--- src/rtl/lock_ctrl_fsm.sv ---
// Lock controller: stores a password, checks entered key sequences, counts misses, enforces lockout.
// Optional AUTO_RELOCK_EN: UNLOCKED falls back to LOCKED after UNLOCK_CYCLES idle cycles.
module lock_ctrl_fsm #(
    parameter int unsigned NKEYS          = 4,
    parameter int unsigned MAX_FAIL       = 3,
    parameter int unsigned LOCKOUT_CYCLES = 50000000,
    parameter int unsigned UNLOCK_CYCLES  = 250000000
) (
    input  logic               clk,
    input  logic               rst_n,
    input  logic [2*NKEYS-1:0] seq_i,
    input  logic               seq_valid_i,
    input  logic               mode_set_i,
    input  logic               relock_i,
    output logic               entry_en_o,
    output logic               entry_clr_o,
    output logic               unlocked_o,
    output logic               alarm_o,
    output logic [3:0]         fail_cnt_o,
    output logic [2:0]         state_code_o
);

    localparam int unsigned SW    = 2 * NKEYS;
    localparam int unsigned MAXC  = (LOCKOUT_CYCLES > UNLOCK_CYCLES) ? LOCKOUT_CYCLES : UNLOCK_CYCLES;
    localparam int unsigned TW    = $clog2(MAXC + 1);

    // Three-bit encoding leaves spare codes that are recovered to INIT.
    typedef enum logic [2:0] {
        S_INIT     = 3'd0,
        S_LOCKED   = 3'd1,
        S_UNLOCKED = 3'd2,
        S_LOCKOUT  = 3'd3
    } state_t;

    state_t          state_q, state_d;
    logic [SW-1:0]   pw_q, pw_d;
    logic            pw_valid_q, pw_valid_d;
    logic [TW-1:0]   timer_q, timer_d;
    logic [3:0]      fail_q, fail_d;
    logic            clr_d;
    logic            entry_en_d;
    logic            match_s;

    assign match_s = pw_valid_q && (seq_i == pw_q);

    // Next-state, password, timer and miss-counter decode.
    always_comb begin
        state_d    = state_q;
        pw_d       = pw_q;
        pw_valid_d = pw_valid_q;
        timer_d    = timer_q;
        fail_d     = fail_q;
        clr_d      = 1'b0;
        case (state_q)
            S_INIT: begin
                if (seq_valid_i) begin
                    pw_d       = seq_i;
                    pw_valid_d = 1'b1;
                    state_d    = S_LOCKED;
                    timer_d    = {TW{1'b0}};
                    clr_d      = 1'b1;
                end else begin
                    state_d = S_INIT;
                end
            end
            S_LOCKED: begin
                if (seq_valid_i) begin
                    clr_d   = 1'b1;
                    timer_d = {TW{1'b0}};
                    if (match_s) begin
                        state_d = S_UNLOCKED;
                        fail_d  = 4'd0;
                    end else if ((fail_q + 4'd1) >= 4'(MAX_FAIL)) begin
                        state_d = S_LOCKOUT;
                        fail_d  = 4'(MAX_FAIL);
                    end else begin
                        fail_d  = fail_q + 4'd1;
                    end
                end else begin
                    state_d = S_LOCKED;
                end
            end
            S_UNLOCKED: begin
                if (relock_i) begin
                    // Relock has priority; a coincident sequence is consumed but discarded.
                    state_d = S_LOCKED;
                    timer_d = {TW{1'b0}};
                    clr_d   = seq_valid_i;
                end else if (seq_valid_i) begin
                    clr_d = 1'b1;
                    if (mode_set_i) begin
                        pw_d    = seq_i;
                        timer_d = {TW{1'b0}};
                    end else begin
                        pw_d    = pw_q;
                    end
                end else begin
`ifdef AUTO_RELOCK_EN
                    if (timer_q >= TW'(UNLOCK_CYCLES - 1)) begin
                        state_d = S_LOCKED;
                        timer_d = {TW{1'b0}};
                    end else begin
                        timer_d = timer_q + {{(TW-1){1'b0}}, 1'b1};
                    end
`else
                    state_d = S_UNLOCKED;
`endif
                end
            end
            S_LOCKOUT: begin
                if (timer_q >= TW'(LOCKOUT_CYCLES - 1)) begin
                    state_d = S_LOCKED;
                    fail_d  = 4'd0;
                    timer_d = {TW{1'b0}};
                end else begin
                    timer_d = timer_q + {{(TW-1){1'b0}}, 1'b1};
                end
            end
            default: begin
                state_d = S_INIT;
                fail_d  = 4'd0;
                timer_d = {TW{1'b0}};
            end
        endcase
    end

    // Moore decode of the next state so outputs change on the same edge as state.
    always_comb begin
        case (state_d)
            S_INIT:     entry_en_d = 1'b1;
            S_LOCKED:   entry_en_d = 1'b1;
            S_UNLOCKED: entry_en_d = mode_set_i;
            S_LOCKOUT:  entry_en_d = 1'b0;
            default:    entry_en_d = 1'b1;
        endcase
    end

    // State, storage and registered outputs.
    always_ff @(posedge clk or negedge rst_n) begin
        if (!rst_n) begin
            state_q      <= S_INIT;
            pw_q         <= {SW{1'b0}};
            pw_valid_q   <= 1'b0;
            timer_q      <= {TW{1'b0}};
            fail_q       <= 4'd0;
            entry_en_o   <= 1'b0;
            entry_clr_o  <= 1'b0;
            unlocked_o   <= 1'b0;
            alarm_o      <= 1'b0;
            state_code_o <= 3'd0;
        end else begin
            state_q      <= state_d;
            pw_q         <= pw_d;
            pw_valid_q   <= pw_valid_d;
            timer_q      <= timer_d;
            fail_q       <= fail_d;
            entry_en_o   <= entry_en_d;
            entry_clr_o  <= clr_d;
            unlocked_o   <= (state_d == S_UNLOCKED);
            alarm_o      <= (state_d == S_LOCKOUT);
            state_code_o <= state_d;
        end
    end

    assign fail_cnt_o = fail_q;

endmodule

--- config.mk ---
export PLATFORM = sky130hd
export DESIGN_NAME = lock_ctrl_fsm
export DESIGN_NICKNAME = d
export VERILOG_FILES = /design/src/rtl/lock_ctrl_fsm.sv
export SDC_FILE = /design/constraint.sdc
export NUM_CORES = 1
export LEC_CHECK = 0
export BUFFER_PORTS_ARGS = -buffer_cell sky130_fd_sc_hd__buf_2
export CORE_ASPECT_RATIO = 0.8
export CORE_MARGIN = 2
export CORE_UTILIZATION = 25
export DETAILED_ROUTE_END_ITERATION = 12
export PLACE_DENSITY = 0.4
export SETUP_SLACK_MARGIN = 0.4
export SLEW_MARGIN = 20
export SYNTH_ARGS = -nofsm -noshare
export SYNTH_HDL_FRONTEND = slang
export SYNTH_SLANG_ARGS = --single-unit
--- constraint.sdc ---
create_clock -name clk -period 2.2 [get_ports clk]
set_clock_uncertainty 0.05 [all_clocks]
set_input_delay 0.11 -clock clk [delete_from_list [all_inputs] [get_ports clk]]
set_output_delay 0.11 -clock clk [all_outputs]
set_load 0.01 [all_outputs]
# Yosys cells after proc, flatten, opt, wreduce, memory -nomap -nowiden
# Cells that the tools add are included.
dict set report totals {
  out_inout_bits 11
  inputBits 13
  wordCells 66
  ff_bits 48
}
dict set report classes {
  magnitude_cmp 2
  n_reduce_logical 9
  eq_ne 15
  n_mux 28
  bitwise_logic 1
  addsub 2
}
# operator n
set op_table {}
lappend op_table {{$mux W28} 5}
lappend op_table {{$pmux W28 S3} 1}
lappend op_table {{$mux W8} 4}
lappend op_table {{$add A28 B1 Y28 const B} 1}
lappend op_table {{$ge A28 B26 Y1 const B} 1}
lappend op_table {{$mux W3} 6}
lappend op_table {{$mux W4} 4}
lappend op_table {{$pmux W8 S2} 1}
lappend op_table {{$eq A3 B2 Y1 const B} 4}
lappend op_table {{$ne A2 B2 Y1 const B} 6}
lappend op_table {{$pmux W3 S4} 1}
lappend op_table {{$pmux W4 S3} 1}
lappend op_table {{$eq A8 B8 Y1} 1}
lappend op_table {{$ne A3 B3 Y1 const B} 2}
lappend op_table {{$reduce_and A3 Y1} 2}
lappend op_table {{$reduce_and A5 Y1} 1}
lappend op_table {{$add A4 B1 Y4 const B} 1}
lappend op_table {{$ge A4 B2 Y1 const B} 1}
lappend op_table {{$pmux W1 S2} 2}
lappend op_table {{$reduce_or A2 Y1} 2}
lappend op_table {{$eq A3 B1 Y1 const B} 1}
lappend op_table {{$logic_not A3 Y1} 1}
lappend op_table {{$mux W1} 3}
lappend op_table {{$ne A2 B1 Y1 const B} 1}
lappend op_table {{4 further kinds} 4}

# Longest topological paths before layout
dict set report logic_depth {
  ltp_word 8
  mapped_depth 8
  depth_no_buf 6
}

# Least setup slack after synthesis
# No wires, ideal clock.
dict set report synth_path {
  path_kind {register to register}
  startpoint {register timer_q[26]}
  endpoint {register fail_q[1], in the netlist fail_cnt_o[1]}
  synth_period_minus_slack_ns 2.244
  path_buffers 0
  path_stages_with_launch 6
  arrival_ns 2.069
  setup_time_ns 0.125
  path_slack_ns -0.044
  required_time_ns 2.025
  cell_sequence {dfrtp_1 -> or4b_1 -> or3_1 -> a211o_2 -> a21oi_4 -> mux2_4}
}
dict set report synth_between {
  elab_chain_cells 3
}
# item line_no
set synth_lines {}
lappend synth_lines {{start, declared} 38} ;# logic [TW-1:0] timer_q, timer_d;
lappend synth_lines {{start signal, assigned} 144} ;# timer_q <= {TW{1'b0}};
lappend synth_lines {{start signal, assigned} 155} ;# timer_q <= timer_d;
lappend synth_lines {{$ge A28 B26 Y1} 111} ;# if (timer_q >= TW'(LOCKOUT_CYCLES - 1)) begin
lappend synth_lines {{$ne A2 B2 Y1 (no line)} --}
lappend synth_lines {{$reduce_and A3 Y1 (no line)} --}
lappend synth_lines {{end signal, assigned} 156} ;# fail_q <= fail_d;
lappend synth_lines {{end, declared} 39} ;# logic [3:0] fail_q, fail_d;
# No other way between the ends.
# A chain may end at the register's enable or synchronous reset.

# Worst setup path in the final report
dict set report layout_path {
  startpoint {register timer_q[27]}
  endpoint {register fail_q[1], in the netlist fail_cnt_o[1]}
}
# The elaborated chain is that of the path after synthesis.

==> summary.txt <==
Route
  – 1st-pass router iterations: 4
  – 1st-iter DRT viols: 94
  – Via count: 2034
  – Post-route ant nets: 0
  – Per-cell routed wire length: 13.8 um
  – Final wirelength: roughly 6100 um
  – DRC viols: 0
  – Vias per std cell: 4.57

Worst hold path
  – Worst hold stages: 2
  – Hold crit path type: input port to register
  – Worst hold start: seq_i[3]

Run
  – Maxcap violations: 0

Final layout
  – Layout cell share with drive strength beyond 1: 28.2%
  – Nets: 320
  – Area Growth Syn to Fin: 28.4%
  – Fin util: 32.6%
  – Antenna fix cells: 0

Floorplan
  – I/O pins: 24
  – Width of the die: 117 um
  – Core area: just over 10000 um2
  – Initial Util: 25.4%
  – Die height: 94.7 um
  – Num rows: 33
  – Die area: 11100 um2

Setup path
  – Beginning of the worst register-to-register path: timer_q[27]$_DFFE_PN0P_
  – Critical path origin: timer_q[27]$_DFFE_PN0P_
  – Buffers & Inverters on Critical Path: 0
  – Crit path arrival time: 2.30 ns
  – CP max stage delay: ~0.51 ns
  – CP Launch Type: register
  – Worst path depth: 5
  – Reg2Reg Depth: 5
  – Crit-path slowest cell: or4b_1
  – Data required, critical path: 2.32 ns
  – Crit-path cells: or4b_1, or3_4, a211o_4, a21oi_4, mux2_4
  – Crit path max-delay family: simple AND/OR/NAND/NOR gates
  – Crit Path Max Fanout: 5
  – Crit Path Category: register to register
  – Internal reg-to-reg setup slack: 0.02 ns
  – Critical path capture point type: register

Run status
  – Run status: complete, no violations

Timing
  – Tmin final: 2.18 ns
  – Final setup violation count: 0
  – Highest Clock Rate: 459 MHz
  – Relative slew slack: 57.3%
  – Final Hold Fails: 0
  – Least-Margin Pin Slew: between 0.6 and 0.7 ns
  – Pins over their slew limit: 0
  – Crit share post-route: 99.1%
  – RSZ-0062 raised after global routing: yes

Synth
  – Post-synth EDFFs: 0
  – Leading area contributor after synthesis: dfrtp_1
  – Syn_nets: 276
  – Cell Area, Synth: 2570 um2
  – Top cells by area, synth: dfrtp_1 (47%), xnor2_1 (6.8%), nand3_1 (3.7%), nand2_1 (3.6%), mux2_2 (3.5%)
  – Synth cell types: 46
  – Top_reg_cell synth: dfrtp_1
  – Syn Inst Count: 260
  – FF+latch count, synth: 48
  – Yosys warns: 0
  – Synth top area share: 46.7%
  – Fraction of registers with async set/reset: 100%
  – Syn_area_per_cell: 9.89 um2
  – Count leader, synth: dfrtp_1
  – Top post-synthesis cells by count: dfrtp_1 (48), nand2_1 (25), nor2_1 (22)
  – Sequential fraction of the synthesis area: a little under half

GRT
  – Routing usage on met1: 17.8%
  – Grt ovf: 0
  – GRT Overall Usage: 11.9%
  – Grt met3 use: between 1.5 and 2%
  – Grt met2 use: 17.4%
  – Vias in the first global route: 1971
  – GRT busiest layer: met1
  – Largest net degree at the start of global routing: 49
  – First-pass GRT wire length: 10600 um
  – Antenna violations before repair: 0

CTS
  – Clk buf depth: 2
  – CTS tree: built
  – Post-CTS Setup Inserts: 0
  – CTS Buf Count: 5
  – Clock slew at reported path FFs: 0.06 ns
  – Root buffer cell: clkbuf_16
  – Clock Sinks: 48
  – Worst-Skew Late Latency: 0.29 ns
  – H-tree Lvls: 2

Power and ir drop
  – Tot Pwr: 2.08 mW
  – Maximum vdd drop: 0.310 mV
  – Leakage: about 1.3 nW
  – Pwr dens: 630 nW/um2

Placed design
  – IO Port Bufs: 23
  – Post-DP HPWL: 4270 um
  – RePlAce Congestion: 0.748
## cells by family (layout without fill, tap and decap cells)
kind of cell	after synthesis	count (layout)	synth area share [%]
buf+inv	20	65	3.99
compound gates	41	41	12.5
mux	10	10	4.47
other cells	1	1	0.146
flops	48	48	46.7
simple gates	115	115	23.2
fa+ha+maj	3	3	1.46
xor+xnor	22	22	7.49
## metal layers
layer / routed length (um) / up-vias
li1: - / 1027
met3: 173 / 5
met2: 2580 / 27
met5: 0 / -
met4: 59 / 0
met1: 3310 / 975
## report_power, final
| part | internal (mW) | leakage [nW] | switching, mW |
|---|---|---|---|
| combinational | 0.0971 | 0.596 | 0.0995 |
| clock | 0.599 | 0.0901 | 0.337 |
| sequential | 0.919 | 0.637 | 0.0289 |
| total | 1.62 | 1.32 | 0.465 |
## through the flow
step,cell area [um2],TNS (ns),std cells,worst slack (ns),hold WS (ns)
2_1_floorplan,2590,0,260,0.0455,-0.236
3_3_place_gp,3010,0,436,0.0454,0.226
6_report,3300,0,445,0.0193,0.0270
5_1_grt,3300,-0.402,445,-0.0635,0.0293
3_5_place_dp,3010,0,436,0.0157,0.223
4_1_cts,3210,0,445,0.00144,0.0217
## cell usage in the layout (no fill, tap or decap), drive strengths merged, types with 2 or more instances in the layout
cell / count
o211ai: 4
a211oi: 3
and2b: 2
buf: 46
o21ai: 3
o21a: 3
xnor2: 20
a211o: 3
nand2: 25
xor2: 2
clkbuf: 7
nor4: 6
a32o: 2
and3: 7
and4: 2
ha: 3
o22ai: 4
nand3: 19
nand2b: 5
nor4b: 5
nand4: 8
a21oi: 5
a31oi: 8
nor3: 7
mux2: 9
inv: 10
o31ai: 3
dfrtp: 48
or4: 2
nor2: 22
## final cells by class
type / instances / area (um2)
multi-input cells: 192 / 1380
fillers: 1033 / 6810
well taps: 140 / 175
clock inverters: 1 / 30.0
repair buffers: 47 / 323
clock buffers: 7 / 153
flip-flops and latches: 48 / 1200
inverters: 10 / 37.5
## worst reg2reg max path: stages (launching register included)
cell and delay [ns]:
dfrtp_1 0.38, or4b_1 0.51, or3_4 0.35, a211o_4 0.32
a21oi_4 0.16, mux2_4 0.31
## what timing repair did
item	in CTS	in global routing
hold buffers	1	0
hold endpoints to repair	48	0
gates resized for setup	1	20
pin swaps	1	0
setup endpoints to repair	36	37
## registers in the layout, indices dropped and copies added (netlist names)
signal	flops
timer_q	28
pw_q	8
fail_cnt_o	4
state_q	3
alarm_o	1
entry_clr_o	1
entry_en_o	1
pw_valid_q	1
unlocked_o	1
## path summary, 6_finish.rpt
kind,to
worst max-delay path,fail_cnt_o[1]$_DFFE_PN0P_
worst min register to register,pw_valid_q$_DFFE_PN0P_
worst min-delay path,pw_q[3]$_DFFE_PN0P_
max in group asynchronous,state_q[2]$_DFF_PN0_
min in group asynchronous,timer_q[23]$_DFFE_PN0P_
worst max register to register,fail_cnt_o[1]$_DFFE_PN0P_
Note: power is estimated with default switching activity, not from simulation.
